--- src/rtl/sdram_arbiter_pkg.sv ---
// Shared definitions for the SDRAM arbiter and the SDRAM controller wrapper.
// Holds the arbiter state encoding, the priority flag encoding and the default
// address/data widths of the controller port.
package sdram_arbiter_pkg;

    localparam int ADDR_W_DEF = 22;
    localparam int DATA_W_DEF = 16;

    typedef enum logic [2:0] {
        IDLE      = 3'd0,
        VGA_ISSUE = 3'd1,
        VGA_DRAIN = 3'd2,
        CPU_CMD   = 3'd3,
        CPU_WAIT  = 3'd4,
        CPU_DONE  = 3'd5
    } arb_state_e;

    typedef enum logic {
        PRIO_VGA = 1'b0,
        PRIO_CPU = 1'b1
    } arb_prio_e;

endpackage

--- src/rtl/sdram_arb_pending_ctr.sv ---
// In-flight read counter for the SDRAM controller port.
// Ports:
//   clk_i, reset_i : clock, synchronous active-high reset
//   inc_i          : a read command was accepted this cycle
//   dec_i          : read data returned this cycle
//   full_o         : MAX_PENDING reads are in flight, no new read may issue
// A return with nothing in flight (stray data) leaves the count at zero.
module sdram_arb_pending_ctr #(
    parameter int MAX_PENDING = 7
) (
    input  logic clk_i,
    input  logic reset_i,
    input  logic inc_i,
    input  logic dec_i,
    output logic full_o
);

    localparam int CNT_W = $clog2(MAX_PENDING + 1);

    logic [CNT_W-1:0] cnt_q, cnt_d;

    always_comb begin
        cnt_d = cnt_q;
        if (inc_i && !dec_i) begin
            cnt_d = cnt_q + CNT_W'(1);
        end else if (dec_i && !inc_i && (cnt_q != '0)) begin
            cnt_d = cnt_q - CNT_W'(1);
        end
    end

    always_ff @(posedge clk_i) begin
        if (reset_i) begin
            cnt_q <= '0;
        end else begin
            cnt_q <= cnt_d;
        end
    end

    assign full_o = (cnt_q == CNT_W'(MAX_PENDING));

endmodule

--- src/rtl/sdram_arbiter.sv ---
// Arbiter sharing the pipelined SDRAM controller port between the VGA
// line-fetch engine (bursts, granted first, never interrupted) and the CPU
// load/store path (single accesses). Priority alternates so the CPU gets one
// access between consecutive VGA bursts.
// Ports:
//   clk, reset             : clock, synchronous active-high reset
//   cpu_*                  : CPU request (held until cpu_ack), ack pulse, read data
//   vga_*                  : burst request (held until vga_done), data stream, done pulse
//   sd_*                   : controller command/write port and read-return port
// Optional build macro SDRAM_ARB_STATS_EN adds stat_cpu_wait_max (longest
// cpu_req-rise-to-ack wait, saturating) and stat_vga_bursts (wrapping count).
module sdram_arbiter
    import sdram_arbiter_pkg::*;
#(
    parameter int ADDR_W      = ADDR_W_DEF,
    parameter int DATA_W      = DATA_W_DEF,
    parameter int LEN_W       = 10,
    parameter int MAX_PENDING = 7
) (
    input  logic              clk,
    input  logic              reset,
    input  logic              cpu_req,
    input  logic              cpu_we,
    input  logic [ADDR_W-1:0] cpu_addr,
    input  logic [DATA_W-1:0] cpu_wdata,
    input  logic [1:0]        cpu_be,
    output logic              cpu_ack,
    output logic [DATA_W-1:0] cpu_rdata,
    input  logic              vga_req,
    input  logic [ADDR_W-1:0] vga_addr,
    input  logic [LEN_W-1:0]  vga_len,
    output logic [DATA_W-1:0] vga_data,
    output logic              vga_data_valid,
    output logic              vga_done,
    output logic [ADDR_W-1:0] sd_addr,
    output logic              sd_read,
    output logic              sd_write,
    output logic [DATA_W-1:0] sd_wdata,
    output logic [1:0]        sd_be,
    input  logic              sd_waitrequest,
    input  logic [DATA_W-1:0] sd_rdata,
`ifdef SDRAM_ARB_STATS_EN
    output logic [15:0]       stat_cpu_wait_max,
    output logic [15:0]       stat_vga_bursts,
`endif
    input  logic              sd_rdvalid
);

    arb_state_e        state_q, state_d;
    arb_prio_e         prio_q, prio_d;
    logic [LEN_W-1:0]  issue_q, issue_d;
    logic [LEN_W-1:0]  ret_q, ret_d;
    logic              vga_done_q, vga_done_d;
    logic [DATA_W-1:0] cpu_rdata_q, cpu_rdata_d;

    // Request latches; their contents only reach the outputs in the states
    // that use them, so they need no reset.
    logic [ADDR_W-1:0] vga_addr_q, vga_addr_d;
    logic [LEN_W-1:0]  vga_len_q, vga_len_d;
    logic              cpu_we_q, cpu_we_d;
    logic [ADDR_W-1:0] cpu_addr_q, cpu_addr_d;
    logic [DATA_W-1:0] cpu_wdata_q, cpu_wdata_d;
    logic [1:0]        cpu_be_q, cpu_be_d;

    logic rd_accept;
    logic rd_full;

    sdram_arb_pending_ctr #(
        .MAX_PENDING(MAX_PENDING)
    ) u_pending (
        .clk_i  (clk),
        .reset_i(reset),
        .inc_i  (rd_accept),
        .dec_i  (sd_rdvalid),
        .full_o (rd_full)
    );

    always_comb begin
        state_d     = state_q;
        prio_d      = prio_q;
        issue_d     = issue_q;
        ret_d       = ret_q;
        vga_done_d  = 1'b0;
        cpu_rdata_d = cpu_rdata_q;
        vga_addr_d  = vga_addr_q;
        vga_len_d   = vga_len_q;
        cpu_we_d    = cpu_we_q;
        cpu_addr_d  = cpu_addr_q;
        cpu_wdata_d = cpu_wdata_q;
        cpu_be_d    = cpu_be_q;

        rd_accept      = 1'b0;
        sd_read        = 1'b0;
        sd_write       = 1'b0;
        sd_addr        = '0;
        sd_wdata       = '0;
        sd_be          = '0;
        cpu_ack        = 1'b0;
        vga_data_valid = 1'b0;
        vga_data       = '0;

        // Burst data is forwarded straight through with no register stage.
        if ((state_q == VGA_ISSUE) || (state_q == VGA_DRAIN)) begin
            vga_data_valid = sd_rdvalid;
            vga_data       = sd_rdvalid ? sd_rdata : '0;
            if (sd_rdvalid) begin
                ret_d = ret_q + LEN_W'(1);
            end
        end

        case (state_q)
            IDLE: begin
                // While vga_done is showing, the VGA requester has not yet had
                // a chance to drop vga_req, so it must not be regranted.
                if (vga_req && !vga_done_q && ((prio_q == PRIO_VGA) || !cpu_req)) begin
                    vga_addr_d = vga_addr;
                    vga_len_d  = vga_len;
                    issue_d    = '0;
                    ret_d      = '0;
                    state_d    = (vga_len == '0) ? VGA_DRAIN : VGA_ISSUE;
                end else if (cpu_req) begin
                    cpu_we_d    = cpu_we;
                    cpu_addr_d  = cpu_addr;
                    cpu_wdata_d = cpu_wdata;
                    cpu_be_d    = cpu_be;
                    state_d     = CPU_CMD;
                end
            end
            VGA_ISSUE: begin
                // rd_full only falls while stalled, so a raised command stays up.
                sd_read = !rd_full;
                sd_addr = vga_addr_q + ADDR_W'(issue_q);
                if (sd_read && !sd_waitrequest) begin
                    rd_accept = 1'b1;
                    issue_d   = issue_q + LEN_W'(1);
                    if (issue_d == vga_len_q) begin
                        state_d = VGA_DRAIN;
                    end
                end
            end
            VGA_DRAIN: begin
                if (ret_q == vga_len_q) begin
                    vga_done_d = 1'b1;
                    prio_d     = PRIO_CPU;
                    state_d    = IDLE;
                end
            end
            CPU_CMD: begin
                sd_addr = cpu_addr_q;
                sd_be   = cpu_be_q;
                if (cpu_we_q) begin
                    sd_write = 1'b1;
                    sd_wdata = cpu_wdata_q;
                    if (!sd_waitrequest) begin
                        state_d = CPU_DONE;
                    end
                end else begin
                    sd_read = !rd_full;
                    if (sd_read && !sd_waitrequest) begin
                        rd_accept = 1'b1;
                        state_d   = CPU_WAIT;
                    end
                end
            end
            CPU_WAIT: begin
                if (sd_rdvalid) begin
                    cpu_rdata_d = sd_rdata;
                    state_d     = CPU_DONE;
                end
            end
            CPU_DONE: begin
                cpu_ack = 1'b1;
                prio_d  = PRIO_VGA;
                state_d = IDLE;
            end
            default: begin
                state_d = IDLE;
            end
        endcase
    end

    always_ff @(posedge clk) begin
        if (reset) begin
            state_q     <= IDLE;
            prio_q      <= PRIO_VGA;
            issue_q     <= '0;
            ret_q       <= '0;
            vga_done_q  <= 1'b0;
            cpu_rdata_q <= '0;
        end else begin
            state_q     <= state_d;
            prio_q      <= prio_d;
            issue_q     <= issue_d;
            ret_q       <= ret_d;
            vga_done_q  <= vga_done_d;
            cpu_rdata_q <= cpu_rdata_d;
        end
    end

    always_ff @(posedge clk) begin
        vga_addr_q  <= vga_addr_d;
        vga_len_q   <= vga_len_d;
        cpu_we_q    <= cpu_we_d;
        cpu_addr_q  <= cpu_addr_d;
        cpu_wdata_q <= cpu_wdata_d;
        cpu_be_q    <= cpu_be_d;
    end

    assign vga_done  = vga_done_q;
    assign cpu_rdata = cpu_rdata_q;

`ifdef SDRAM_ARB_STATS_EN
    logic        cpu_req_prev_q;
    logic        wait_act_q;
    logic [15:0] wait_cnt_q;
    logic [15:0] wait_max_q;
    logic [15:0] bursts_q;

    always_ff @(posedge clk) begin
        if (reset) begin
            cpu_req_prev_q <= 1'b0;
            wait_act_q     <= 1'b0;
            wait_cnt_q     <= '0;
            wait_max_q     <= '0;
            bursts_q       <= '0;
        end else begin
            cpu_req_prev_q <= cpu_req;
            if (vga_done_q) begin
                bursts_q <= bursts_q + 16'd1;
            end
            if (cpu_ack) begin
                wait_act_q <= 1'b0;
                if (wait_cnt_q > wait_max_q) begin
                    wait_max_q <= wait_cnt_q;
                end
            end else if (cpu_req && !cpu_req_prev_q) begin
                wait_act_q <= 1'b1;
                wait_cnt_q <= 16'd1;
            end else if (wait_act_q && (wait_cnt_q != 16'hFFFF)) begin
                wait_cnt_q <= wait_cnt_q + 16'd1;
            end
        end
    end

    assign stat_cpu_wait_max = wait_max_q;
    assign stat_vga_bursts   = bursts_q;
`endif

endmodule

--- config.mk ---
export PLATFORM = sky130hd
export DESIGN_NAME = sdram_arbiter
export DESIGN_NICKNAME = d
export VERILOG_FILES = /design/src/rtl/sdram_arbiter_pkg.sv /design/src/rtl/sdram_arb_pending_ctr.sv /design/src/rtl/sdram_arbiter.sv
export SDC_FILE = /design/constraint.sdc
export NUM_CORES = 1
export LEC_CHECK = 0
export ABC_AREA = 1
export CAP_MARGIN = 20
export CORE_MARGIN = 4
export CORE_UTILIZATION = 40
export DETAILED_ROUTE_END_ITERATION = 7
export PLACE_DENSITY = 0.78
export REMOVE_ABC_BUFFERS = 1
export SLEW_MARGIN = 5
export SYNTH_ARGS = -nofsm -noshare
export SYNTH_HDL_FRONTEND = slang
export SYNTH_SLANG_ARGS = --single-unit
--- constraint.sdc ---
create_clock -name clk -period 7.4 [get_ports clk]
set_input_delay 1.48 -clock clk [delete_from_list [all_inputs] [get_ports clk]]
set_output_delay 1.48 -clock clk [all_outputs]
set_load 0.1 [all_outputs]
---- Word-level counts from Yosys, hierarchy flattened ----
Cells that the tools add are included.
operators by class
  order comparisons ....................... 0
  $mul .................................... 0
  reduce and logical (&&, ||, !) cells .... 27
  div/mod/pow operators ................... 0
  shift operators ......................... 0
  add/subtract/negate cells ............... 5
  bitwise logic cells ..................... 3
  eq/ne operators ......................... 16
  mux-type cells .......................... 38
operator list
  cell                     count
  $mux W16                 4
  $mux W10                 6
  $pmux W22 S2             1
  $mux W3                  11
  $add A22 B10 Y22         1
  $add A10 B1 Y10 const B  2
  $eq A10 B10 Y1           2
  $pmux W10 S2             1
  $pmux W3 S5              1
  $logic_not A10 Y1        1
  $eq A3 B3 Y1 const B     3
  $mux W1                  9
  $ne A3 B3 Y1 const B     3
  $reduce_and A7 Y1        1
  $eq A3 B2 Y1 const B     2
  $logic_and A1 B1 Y1      6
  $logic_not A1 Y1         6
  $ne A2 B1 Y1 const B     3
  $pmux W1 S2              3
  $reduce_and A2 Y1        3
  $reduce_and A3 Y1        2
  $reduce_bool A2 Y1       3
  $mux W2                  2
  $ne A2 B2 Y1 const B     2
  8 further kinds          11
word-level totals
  memory bits (writable) .................. 0
  memories kept ........................... 0
  input bits .............................. 95
  memory bits (read-only) ................. 0
  register bits ........................... 117
  latch bits .............................. 0
  logic and storage cells ................. 102

---- Depth between registers and ports, before layout ----
Gate-level depths: netlist of the first run.
  word-level depth ........................ 11
  mapped depth ............................ 14
  mapped depth without buffers ............ 14

---- Modules after synthesis ----
From an unflattened synthesis of the first run, not the netlist that was laid out.
unflattened totals
  cells, all modules ...................... 713
  area total of the unflattened synthesis .. 5,906.9 um2
modules (own cells, without submodules)
  module                 area an instance (um2)  times used  cells each
  sdram_arbiter          5,715.5                 1           683
  sdram_arb_pending_ctr  191.4                   1           30

---- Worst setup path after synthesis of the first run ----
No wires, ideal clock.
  path kind ............................... flip-flop to output port
  start ................................... reg vga_addr_q[0]
  end ..................................... out sd_addr[14]
  stages on the path, launching flop included .. 12
  path buffers ............................ 0
  slack ................................... 2,125 ps
  arrival time ............................ 3,795 ps
  path through ............................ edfxtp_1 -> ha_1 -> fa_1 -> nand3_1 -> nand2_1 -> nand2_1 -> nand2_1 -> a21oi_1 -> nor2_2 -> nand2_1 -> o21ai_0 -> o21ai_0
between the ends
  word-level cells in the longest chain between the ends .. 2
RTL lines
  item                      RTL line              source
  start: declaration        sdram_arbiter.sv:58   logic [ADDR_W-1:0] vga_addr_q, vga_addr_d;
  start signal: assignment  sdram_arbiter.sv:201  vga_addr_q <= vga_addr_d;
  $add A22 B10 Y22          sdram_arbiter.sv:132  sd_addr = vga_addr_q + ADDR_W'(issue_q);
  $pmux W22 S2              sdram_arbiter.sv:111  case (state_q)
  end: declaration          sdram_arbiter.sv:35   output logic [ADDR_W-1:0] sd_addr,
No other way between the ends.

---- Final worst setup path of the first run ----
  start ................................... in sd_rdvalid
  end ..................................... out vga_data_valid
between the ends
  word-level cells in the longest chain between the ends .. 1
RTL lines
  item                RTL line              source
  start: declaration  sdram_arbiter.sv:46   input logic sd_rdvalid
  $mux W1             sdram_arbiter.sv:103  if ((state_q == VGA_ISSUE) || (state_q == VGA_DRAIN)) begin
  end: declaration    sdram_arbiter.sv:33   output logic vga_data_valid,
No other way between the ends.

==> results of run 1 <==
## worst paths after layout
check / to / slack, ns
setup reg to reg: u_pending.cnt_q[2]$_SDFFE_PP0P_ / 4.77
hold / removal: cpu_rdata[6]$_SDFFE_PP0P_ / 0.46
hold reg to reg: cpu_rdata[6]$_SDFFE_PP0P_ / 0.46
setup / recovery: vga_data_valid / 2.04
## stage by stage
step / util (%) / worst slack, ns
detailed placement: 55.0 / 2.04
global route: 59.0 / 1.77
finish: 59.1 / 2.04
global placement: 54.8 / 2.08
floorplan: - / 2.06
CTS: 59.0 / 2.04
## sequential cells by signal (all words and copies together), names as in the netlist
register and count:
ret_q 10, cpu_be_q 2, vga_len_q 10, vga_done 1, cpu_we_q 1, u_pending.cnt_q 3
cpu_addr_q 22, vga_addr_q 22, issue_q 10, prio_q 1, state_q 3, cpu_rdata 16
cpu_wdata_q 16
## Yosys cell counts (all sizes together), types with 7 or more instances
cell type    n  area [um2]
nand2      182         696
nor2        94         385
edfxtp      73        2190
inv         72         270
nand3       65         325
a21oi       49         245
dfxtp       44         881
o21ai       31         159
buf         12        67.6
ha          12         150
nor3         8        56.3
xor2         8        70.1
clkbuf       7        26.3
## routing by layer
layer | track usage, % | vias to the layer above
li1 | - | 2687
met1 | 21.9 | 2399
met5 | 0 | -
met2 | 32.3 | 178
met4 | 8.65 | 0
met3 | 6.85 | 38
## cell families (layout without fill, tap and decap cells)
| group | Yosys count | after routing |
|---|---|---|
| buffers and inverters | 92 | 279 |
| flip-flops | 117 | 117 |
| other | 0 | 1 |
| AND/OR/NAND/NOR | 368 | 368 |
| XOR/XNOR | 13 | 13 |
| AO/OA/AOI/OAI | 95 | 95 |
| adder cells (fa/ha/maj) | 14 | 14 |
## final cells by class
cell class | count | area (um2)
clock buffer | 18 | 429
clock inverter | 14 | 136
timing repair buffer | 174 | 1750
fill | 1235 | 5770
antenna | 1 | 2.50
inverter | 73 | 274
tap | 180 | 225
sequential | 117 | 3070
multi-input combinational | 490 | 2430
## worst reg2reg max path: stages, from the launching register on
cell	delay, ns
dfxtp_1	0.42
nand3_1	0.58
o21ai_2	0.39
nand3_1	0.12
or2_4	0.27
fa_1	0.38
inv_1	0.06
nand2_1	0.06
a21oi_1	0.18
nor3_2	0.06
## power breakdown
part	internal, uW	switching, uW
logic	284	860
registers	801	61.9
clock network	491	294
==> reports/metrics.yaml, run 1 <==
outcome:
  status: "finished clean"
synth:
  synth_xor_xnor_area_share_pct: 1.94
  yosys_warnings: 0
  yosys.area_share.simple_pct: 27.2
  synth_top_family_by_area: "simple AND/OR/NAND/NOR gates"
  avgSynthCellArea_um2: 8.38
  syn_area_um2: 5860
  synth_flop_cell: "edfxtp_1"
  yosysUniqueCellTypes: 46
  synth-edff-count: 73
  yosys_register_bits: 117
  async_reset_ff_share_pct: 0
  yosysSeqAreaShare_pct: 52.5
  synth_compound_area_share_pct: 8.82
  syn_inst: 699
  synthAdderAreaFrac_pct: 3.25
  synthMuxAreaShare_pct: 0
routing:
  wl_met1_um: 6220
  post-route-drc-count: 0
  wire_per_inst_um: 14.7
  routed.top_layer: "met4"
  ant_nets: 0
  wl_met3_um: 1220
  routed-wl-met2_um: 7770
  drt_iter0_markers: 294
  drt_first_pass_iters: 5
  wirelength_um: 15700
  routed_via_density: 4.97
  vias: 5302
critical_path:
  cp_max_fo: 21
  crit_path_top_delay_cell: "clkdlybuf4s50_1"
  worstPathCellList: "clkdlybuf4s50_1 -> buf_4 -> nand2_2 -> inv_1 -> clkdlybuf4s50_1"
  cp_common_cell: "clkdlybuf4s50_1"
  cpPeakStageDelay_ns: 1.15
  r2r_start: "state_q[1]$_SDFFE_PP0P_"
  crit_family: "buffers and inverters"
  worstPathRequired_ns: 5.92
  r2r.worst_path.cells: 9
  critical_path.startpoint: "sd_rdvalid"
  path_depth: 5
  arrival_ns: 3.88
  endpoint_kind: "output pin"
  critPathLaunchType: "input port"
  crit_buf_inv: 4
  critPathKind: "in2out"
timing:
  skew_ns: 0.00694
  max_slew_margin_pct: 29.3
  finalHoldViolations: 0
  tightest_slew_ns: 1.06
  fin_crit_sh_pct: 72.4
  drv_slew: 0
  hold_ws_ns: 0.458
  finalCriticalPeriod_ns: 5.36
  max_freq_mhz: 187
  fin_tns_setup_ns: 0
  rsz0062_at_grt: "no"
  setup_viol: 0
die:
  die_x_um: 129
  coreArea_um2: 14100
  start_util_pct: 41.5
  die_area_um2: 16600
  num_io_pins: 172
  rows: 43
  die_h_um: 129
cells_and_area:
  stdcell_count: 1067
  layout_commonest_cell: "nand2_1"
  fin_nets: 982
  final_cell_mix: "177 x nand2_1, 171 x clkdlybuf4s50_1, 83 x nor2_1"
  area_growth_pct: 42.1
  drive_above_1_share_pct: 6.43
  final_area_um2: 8330
clocking:
  cts_setup_buffers: 0
  clk_latency_ns: 0.41
  cts_tree: "yes"
  cts.path.max_buffers: 2
  clk_pin_slew_ns: 0.05
  htree_num_levels: 4
  cts_sinks: 117
  cts_made_buffers: 17
  post_cts_resized: 0
  root_buffer: "clkbuf_16"
  hold_buffers: 0
grt:
  grt_pass1_vias: 5132
  gr-usage-all-layers_pct: 19.2
  grt_max_degree: 34
  antenna_found_initial: 0
  gr-total-overflow: 0
  grt_pass1_wl_um: 24900
placed_design:
  dpl.hpwl_um: 11400
  dp_cells: 1034
  io_buffers: 171
  placed_area_um2: 7760
  routabilityCongestion: 0.847
power_and_ir_drop:
  ir_drop_uv: 180
  p_total_uw: 2790
  p_per_area_nw_per_um2: 335
  p_leak_uw: 0.00323
hold_path:
  worstHoldPathCells: 2
  hp-start: "cpu_rdata[6]$_SDFFE_PP0P_"
  holdCritPathClass: "reg2reg"
flow_run:
  drv_cap: 0
(Power assumes the default switching activity.)
==> run 2: changes to the inputs <==
--- a/config.mk
+++ b/config.mk
@@ -10,7 +10,7 @@
 export CORE_MARGIN = 4
 export CORE_UTILIZATION = 40
 export DETAILED_ROUTE_END_ITERATION = 7
-export PLACE_DENSITY = 0.78
+export PLACE_DENSITY = 0.81
 export REMOVE_ABC_BUFFERS = 1
 export SLEW_MARGIN = 5
 export SYNTH_ARGS = -nofsm -noshare
==> constraint.sdc (replaced) <==
create_clock -name clk -period 4.67 [get_ports clk]
set_input_delay 0.934 -clock clk [delete_from_list [all_inputs] [get_ports clk]]
set_output_delay 0.934 -clock clk [all_outputs]
set_load 0.1 [all_outputs]
==> run 2 against run 1 <==
  * Clock power is 56% higher
  * Sequential cell count stayed put
  * Utilization is 0.72 points lower
  * Clock skew is 0.0021 ns higher
  * Combinational power is 57% higher
  * Register-to-register slack worse by 2.8 ns
  * Final cell count stayed put
  * Largest power group unchanged
  * Global-route usage is 0.46 points lower
  * Worst setup slack worse by 1.2 ns
  * Design area is 1.2% lower
==> reports/metrics.yaml, run 2 (synthesis results as in run 1) <==
routing:
  vias: 5328  # was 5,302
  routed_via_density: 4.99  # was 4.97
  wl_met3_um: 1060  # was 1220 um
  drt_first_pass_iters: 7  # was 5
  wl_met1_um: 6690  # was 6220 um
  routed.top_layer: "met4"  # unchanged
  wire_per_inst_um: 14.7  # about the same
  drt_iter0_markers: 367  # was 294
  wirelength_um: 15700  # about the same
  routed-wl-met2_um: 7490  # was 7770 um
  post-route-drc-count: 0  # unchanged
  ant_nets: 0  # unchanged
critical_path:
  worstPathRequired_ns: 3.74  # was 5.92 ns
  reg2reg_to: "u_pending.cnt_q[2]$_SDFFE_PP0P_"  # unchanged
  endpoint_kind: "output pin"  # unchanged
  critPathLaunchType: "register"  # was input port
  arrival_ns: 2.93  # was 3.88 ns
  rrSetupSlack_ns: 2.00  # was 4.77 ns
  cp_max_fo: 21  # unchanged
  r2r.worst_path.cells: 10  # was 9
  critPathKind: "reg2out"  # was in2out
  r2r_start: "state_q[2]$_SDFFE_PP0P_"  # was state_q[1]$_SDFFE_PP0P_
clocking:
  cts_tree: "yes"  # unchanged
  cts_sinks: 117  # unchanged
  cts_made_buffers: 17  # unchanged
  root_buffer: "clkbuf_16"  # unchanged
  cts.path.max_buffers: 2  # unchanged
  post_cts_resized: 0  # unchanged
  cts_setup_buffers: 0  # unchanged
  clk_latency_ns: 0.42  # was 0.41 ns
  clk_pin_slew_ns: 0.05  # about the same
  htree_num_levels: 4  # unchanged
  hold_buffers: 0  # unchanged
die:
  rows: 43  # unchanged
  start_util_pct: 41.5  # unchanged
  die_x_um: 129  # unchanged
  num_io_pins: 172  # unchanged
  die_h_um: 129  # unchanged
  die_area_um2: 16600  # unchanged
  coreArea_um2: 14100  # unchanged
power_and_ir_drop:
  p_leak_uw: 0.00330  # was 0.00323 uW
  p_per_area_nw_per_um2: 534  # was 335 nW/um2
  p_total_uw: 4390  # was 2790 uW
  ir_drop_uv: 353  # was 180 uV
cells_and_area:
  largestRegisters: "cpu_addr_q (22), vga_addr_q (22)"  # unchanged
  final_cell_mix: "177 x nand2_1, 130 x clkdlybuf4s50_1, 83 x nor2_1"  # was 177 x nand2_1, 171 x clkdlybuf4s50_1, 83 x nor2_1
  fillers: 1259  # was 1,235
  layout_commonest_cell: "nand2_1"  # unchanged
  area.sequential_um2: 3070  # unchanged
  drive_above_1_share_pct: 11.3  # was 6.43%
  antenna_cells: 0  # was 1
  multi_input_area_um2: 2430  # unchanged
  stdcell_count: 1067  # unchanged
  area_growth_pct: 40.4  # was 42.1%
  final_area_um2: 8220  # was 8330 um2
  fin_nets: 983  # was 982
grt:
  gr-usage-all-layers_pct: 18.7  # was 19.2%
  grt_pass1_vias: 5087  # was 5,132
  gr-total-overflow: 0  # unchanged
  antenna_found_initial: 0  # unchanged
  grt_pass1_wl_um: 24600  # was 24,900 um
  grt_max_degree: 30  # was 34
placed_design:
  dpl.hpwl_um: 11500  # was 11,400 um
  routabilityCongestion: 0.886  # was 0.847
  dp_slack_ns: 1.24  # was 2.04 ns
  dp_cells: 1035  # was 1,034
  placed_area_um2: 7650  # was 7760 um2
  io_buffers: 171  # unchanged
timing:
  max_slew_margin_pct: 31.4  # was 29.3%
  hold_ws_ns: 0.459  # was 0.458 ns
  max_freq_mhz: 259
  setup_viol: 0  # unchanged
  setup_ws_ns: 0.803  # was 2.04 ns
  fin_crit_sh_pct: 82.8
  drv_slew: 0  # unchanged
  tightest_slew_ns: 1.03  # was 1.06 ns
  finalCriticalPeriod_ns: 3.87
  finalHoldViolations: 0  # unchanged
  rsz0062_at_grt: "no"  # unchanged
  skew_ns: 0.00906  # was 0.00694 ns
flow_run:
  drv_cap: 0  # unchanged
hold_path:
  holdCritPathClass: "reg2reg"  # unchanged
  worstHoldPathCells: 2  # unchanged
  hold_end: "cpu_rdata[5]$_SDFFE_PP0P_"  # was cpu_rdata[6]$_SDFFE_PP0P_
  hp-start: "cpu_rdata[5]$_SDFFE_PP0P_"  # was cpu_rdata[6]$_SDFFE_PP0P_
outcome:
  status: "finished clean"  # unchanged
## run 2: changes by cell type in the layout (fill, tap and decap cells not counted), sizes merged
cell and delta:
inv +4, buf +42, clkinv -3, bufinv -2
clkdlybuf4s50 -41, clkbuf +1, diode -1
## run 2: worst max path at each step
stage | cells after the start | slack (ns) | from | to
after floorplan | 11 | -0.12 | issue_q[0]$_SDFFE_PP0P_ | sd_addr[14]
after global placement | 12 | 1.35 | issue_q[0]$_SDFFE_PP0P_ | sd_addr[14]
after detailed placement | 4 | 1.24 | state_q[2]$_SDFFE_PP0P_ | sd_wdata[5]
after CTS | 4 | 0.78 | state_q[2]$_SDFFE_PP0P_ | sd_wdata[5]
after global routing | 6 | 0.59 | state_q[2]$_SDFFE_PP0P_ | sd_addr[11]
final | 4 | 0.80 | state_q[2]$_SDFFE_PP0P_ | sd_wdata[5]
## run 2: power by group
part	total [uW]	internal (uW)	switching, uW
registers	1370	1270	98.7
clock network	1230	743	487
logic	1790	421	1370
total	4390	2430	1960
## run 2: cell type report
cell class                 count  area share (%)
clock buffer                  19            5.78
inverter                      73            3.33
multi-input combinational    490            29.6
clock inverter                13            1.14
tap                          180            2.74
timing repair buffer         175            20.1
sequential                   117            37.4
## run 2: critical path: stages (launching register included)
cell             delay (ns)
dfxtp_1                0.33
inv_1                  0.11
nand3_1                0.57
nor2_1                 0.32
clkdlybuf4s50_1        1.18
## run 2: layer usage
layer | vias to the layer above | GRT usage [%]
li1 | 2687 | -
met1 | 2424 | 23.4
met2 | 183 | 30.1
met3 | 34 | 5.85
met4 | 0 | 7.78
met5 | - | 0
## run 2: through the flow
stage	setup TNS, ns	utilization (%)
detailed placement	0	54.3
global route	0	58.3
floorplan	-0.278	-
global placement	0	54.3
finish	0	58.3
CTS	0	58.3
==> run 3: changes to the inputs <==
==> constraint.sdc (replaced) <==
create_clock -name clk -period 3.3 [get_ports clk]
set_input_delay 0.66 -clock clk [delete_from_list [all_inputs] [get_ports clk]]
set_output_delay 0.66 -clock clk [all_outputs]
set_load 0.1 [all_outputs]
==> run 3 against run 2 <==
  * Combinational power is 69% higher
  * Global-route usage grew 0.78 points
  * Power up 55%
  * Largest cell class unchanged
==> reports/metrics.yaml, run 3 (synthesis results as in run 1) <==
outcome:
  status: "finished clean"  # unchanged
placed_design:
  io_buffers: 171  # unchanged
  placed_area_um2: 8120  # was 7650 um2
  dp_cells: 1041  # was 1,035
  routabilityCongestion: 0.871  # was 0.886
  dpl.hpwl_um: 11800  # was 11,500 um
die:
  coreArea_um2: 14100  # unchanged
  die_area_um2: 16600  # unchanged
  rows: 43  # unchanged
  start_util_pct: 41.5  # unchanged
  die_h_um: 129  # unchanged
  die_x_um: 129  # unchanged
  num_io_pins: 172  # unchanged
timing:
  tightest_slew_ns: 0.780  # was 1.03 ns
  rsz0062_at_grt: "yes"  # was no
  drv_slew: 0  # unchanged
  fin_crit_sh_pct: 99.6
  setup_viol: 0  # unchanged
  fin_tns_setup_ns: 0  # unchanged
  finalHoldViolations: 0  # unchanged
  skew_ns: 0.00956  # was 0.00906 ns
  max_freq_mhz: 304
  max_slew_margin_pct: 47.9  # was 31.4%
  finalCriticalPeriod_ns: 3.29
routing:
  vias: 5444  # was 5,328
  post-route-drc-count: 0  # unchanged
  wirelength_um: 16900  # was 15,700 um
  drt_first_pass_iters: 5  # was 7
  routed_via_density: 5.05  # was 4.99
  ant_nets: 0  # unchanged
  wire_per_inst_um: 15.7  # was 14.7 um
  drt_iter0_markers: 394  # was 367
power_and_ir_drop:
  p_per_area_nw_per_um2: 764  # was 534 nW/um2
  ir_drop_uv: 521  # was 353 uV
  p_leak_uw: 0.00359  # was 0.00330 uW
clocking:
  cts_tree: "yes"  # unchanged
  cts_sinks: 117  # unchanged
  cts.path.max_buffers: 2  # unchanged
  clk_pin_slew_ns: 0.05  # about the same
  clk_latency_ns: 0.41  # was 0.42 ns
  hold_buffers: 0  # unchanged
  root_buffer: "clkbuf_16"  # unchanged
  cts_made_buffers: 17  # unchanged
  htree_num_levels: 4  # unchanged
cells_and_area:
  area_growth_pct: 51.8  # was 40.4%
  fin_nets: 994  # was 983
  drive_above_1_share_pct: 19.3  # was 11.3%
  layout_commonest_cell: "nand2_1"  # unchanged
  final_area_um2: 8890  # was 8220 um2
  final_cell_mix: "172 x nand2_1, 94 x clkdlybuf4s50_1, 83 x nor2_1"  # was 177 x nand2_1, 130 x clkdlybuf4s50_1, 83 x nor2_1
  fillers: 1122  # was 1,259
  antenna_cells: 0  # unchanged
  stdcell_count: 1078  # was 1,067
  final_util_pct: 63.1  # was 58.3%
  largestRegisters: "cpu_addr_q (22), vga_addr_q (22)"  # unchanged
grt:
  grt_max_degree: 42  # was 30
  grt_pass1_vias: 5251  # was 5,087
  antenna_found_initial: 0  # unchanged
  grt_pass1_wl_um: 25200  # was 24,600 um
  gr-usage-all-layers_pct: 19.5  # was 18.7%
  gr-total-overflow: 0  # unchanged
critical_path:
  cp_max_fo: 5  # was 21
  worstPathRequired_ns: 2.64  # was 3.74 ns
  rrSetupSlack_ns: 1.14  # was 2.00 ns
  critPathLaunchType: "register"  # unchanged
  critPathKind: "reg2out"  # unchanged
  r2r_start: "state_q[1]$_SDFFE_PP0P_"  # was state_q[2]$_SDFFE_PP0P_
  reg2reg_to: "u_pending.cnt_q[2]$_SDFFE_PP0P_"  # unchanged
  r2r.worst_path.cells: 10  # unchanged
  arrival_ns: 2.63  # was 2.93 ns
  endpoint_kind: "output pin"  # unchanged
hold_path:
  worstHoldPathCells: 2  # unchanged
  hp-start: "cpu_rdata[9]$_SDFFE_PP0P_"  # was cpu_rdata[5]$_SDFFE_PP0P_
  holdCritPathClass: "reg2reg"  # unchanged
  hold_end: "cpu_rdata[9]$_SDFFE_PP0P_"  # was cpu_rdata[5]$_SDFFE_PP0P_
flow_run:
  drv_cap: 0  # unchanged
run 3: cell count changes in the layout (fill, tap and decap cells not counted), moves of 4 or more:
cell             change
ha_1                 -4
clkinv_4             -4
clkdlybuf4s50_1     -36
buf_12              +40
nand2_2              +5
o21ai_2              +6
nand3_1              -4
buf_4                +6
o21ai_0             -11
nand2_1              -5
nand3_2              +4
o21ai_1              +5
clkinv_2             +5
inv_4                -4
run 3: worst max-delay path: stages (launching register included):
cell and delay, ns:
edfxtp_1 0.43, ha_4 0.33, nand2_1 0.10, o21ai_0 0.27, nand2_1 0.22, a31oi_4 0.28
a31oi_1 0.12, o21ai_1 0.25, buf_12 0.22
run 3: what timing repair did:
action	in CTS	in global routing
setup endpoints to repair	12	14
buffers inserted	1	4
resized for setup	13	33
pin swaps	2	11
hold endpoints to repair	0	0
run 3: stage by stage:
stage          setup slack (ns)  hold slack (ns)  total power, uW
4_1_cts               0.0000546            0.464             6780
5_1_grt                  -0.211            0.474             7080
3_5_place_dp              0.202            0.456             4930
3_3_place_gp              0.254            0.448             4890
2_1_floorplan             -1.22            0.440             3810
6_report                 0.0117            0.462             6790
run 3: worst max-delay path by stage:
| stage | from | to | cells past startpoint |
|---|---|---|---|
| after floorplan | issue_q[0]$_SDFFE_PP0P_ | sd_addr[14] | 11 |
| after detailed placement | vga_addr_q[0]$_DFFE_PP_ | sd_addr[14] | 12 |
| after global routing | vga_addr_q[6]$_DFFE_PP_ | sd_addr[21] | 10 |
| after CTS | issue_q[7]$_SDFFE_PP0P_ | sd_addr[18] | 11 |
| after global placement | vga_addr_q[0]$_DFFE_PP_ | sd_addr[14] | 12 |
| final | vga_addr_q[5]$_DFFE_PP_ | sd_addr[17] | 8 |
run 3: cell type report:
| cell class | count | area, um2 | share of cell area, % |
|---|---|---|---|
| well taps | 180 | 225 | 2.53 |
| repair buffers | 186 | 2160 | 24.3 |
| flip-flops and latches | 117 | 3080 | 34.6 |
| multi-input cells | 490 | 2570 | 28.9 |
| clock inverters | 12 | 136 | 1.53 |
| inverters | 73 | 274 | 3.08 |
| clock buffers | 20 | 447 | 5.02 |
run 3: routing by layer:
metal  track usage (%)  wire length, um
met3              6.93             1170
met4              8.03              442
met2              33.0             8590
met5                 0                0
met1              22.5             6680
run 3: power breakdown:
| part | switching, uW | leakage (uW) | internal [uW] | total (uW) |
|---|---|---|---|---|
| Clock | 634 | 0.000291 | 1190 | 1830 |
| Sequential | 145 | 0.00103 | 1790 | 1940 |
| Combinational | 2060 | 0.00226 | 970 | 3030 |
| Total | 2840 | 0.00359 | 3960 | 6790 |
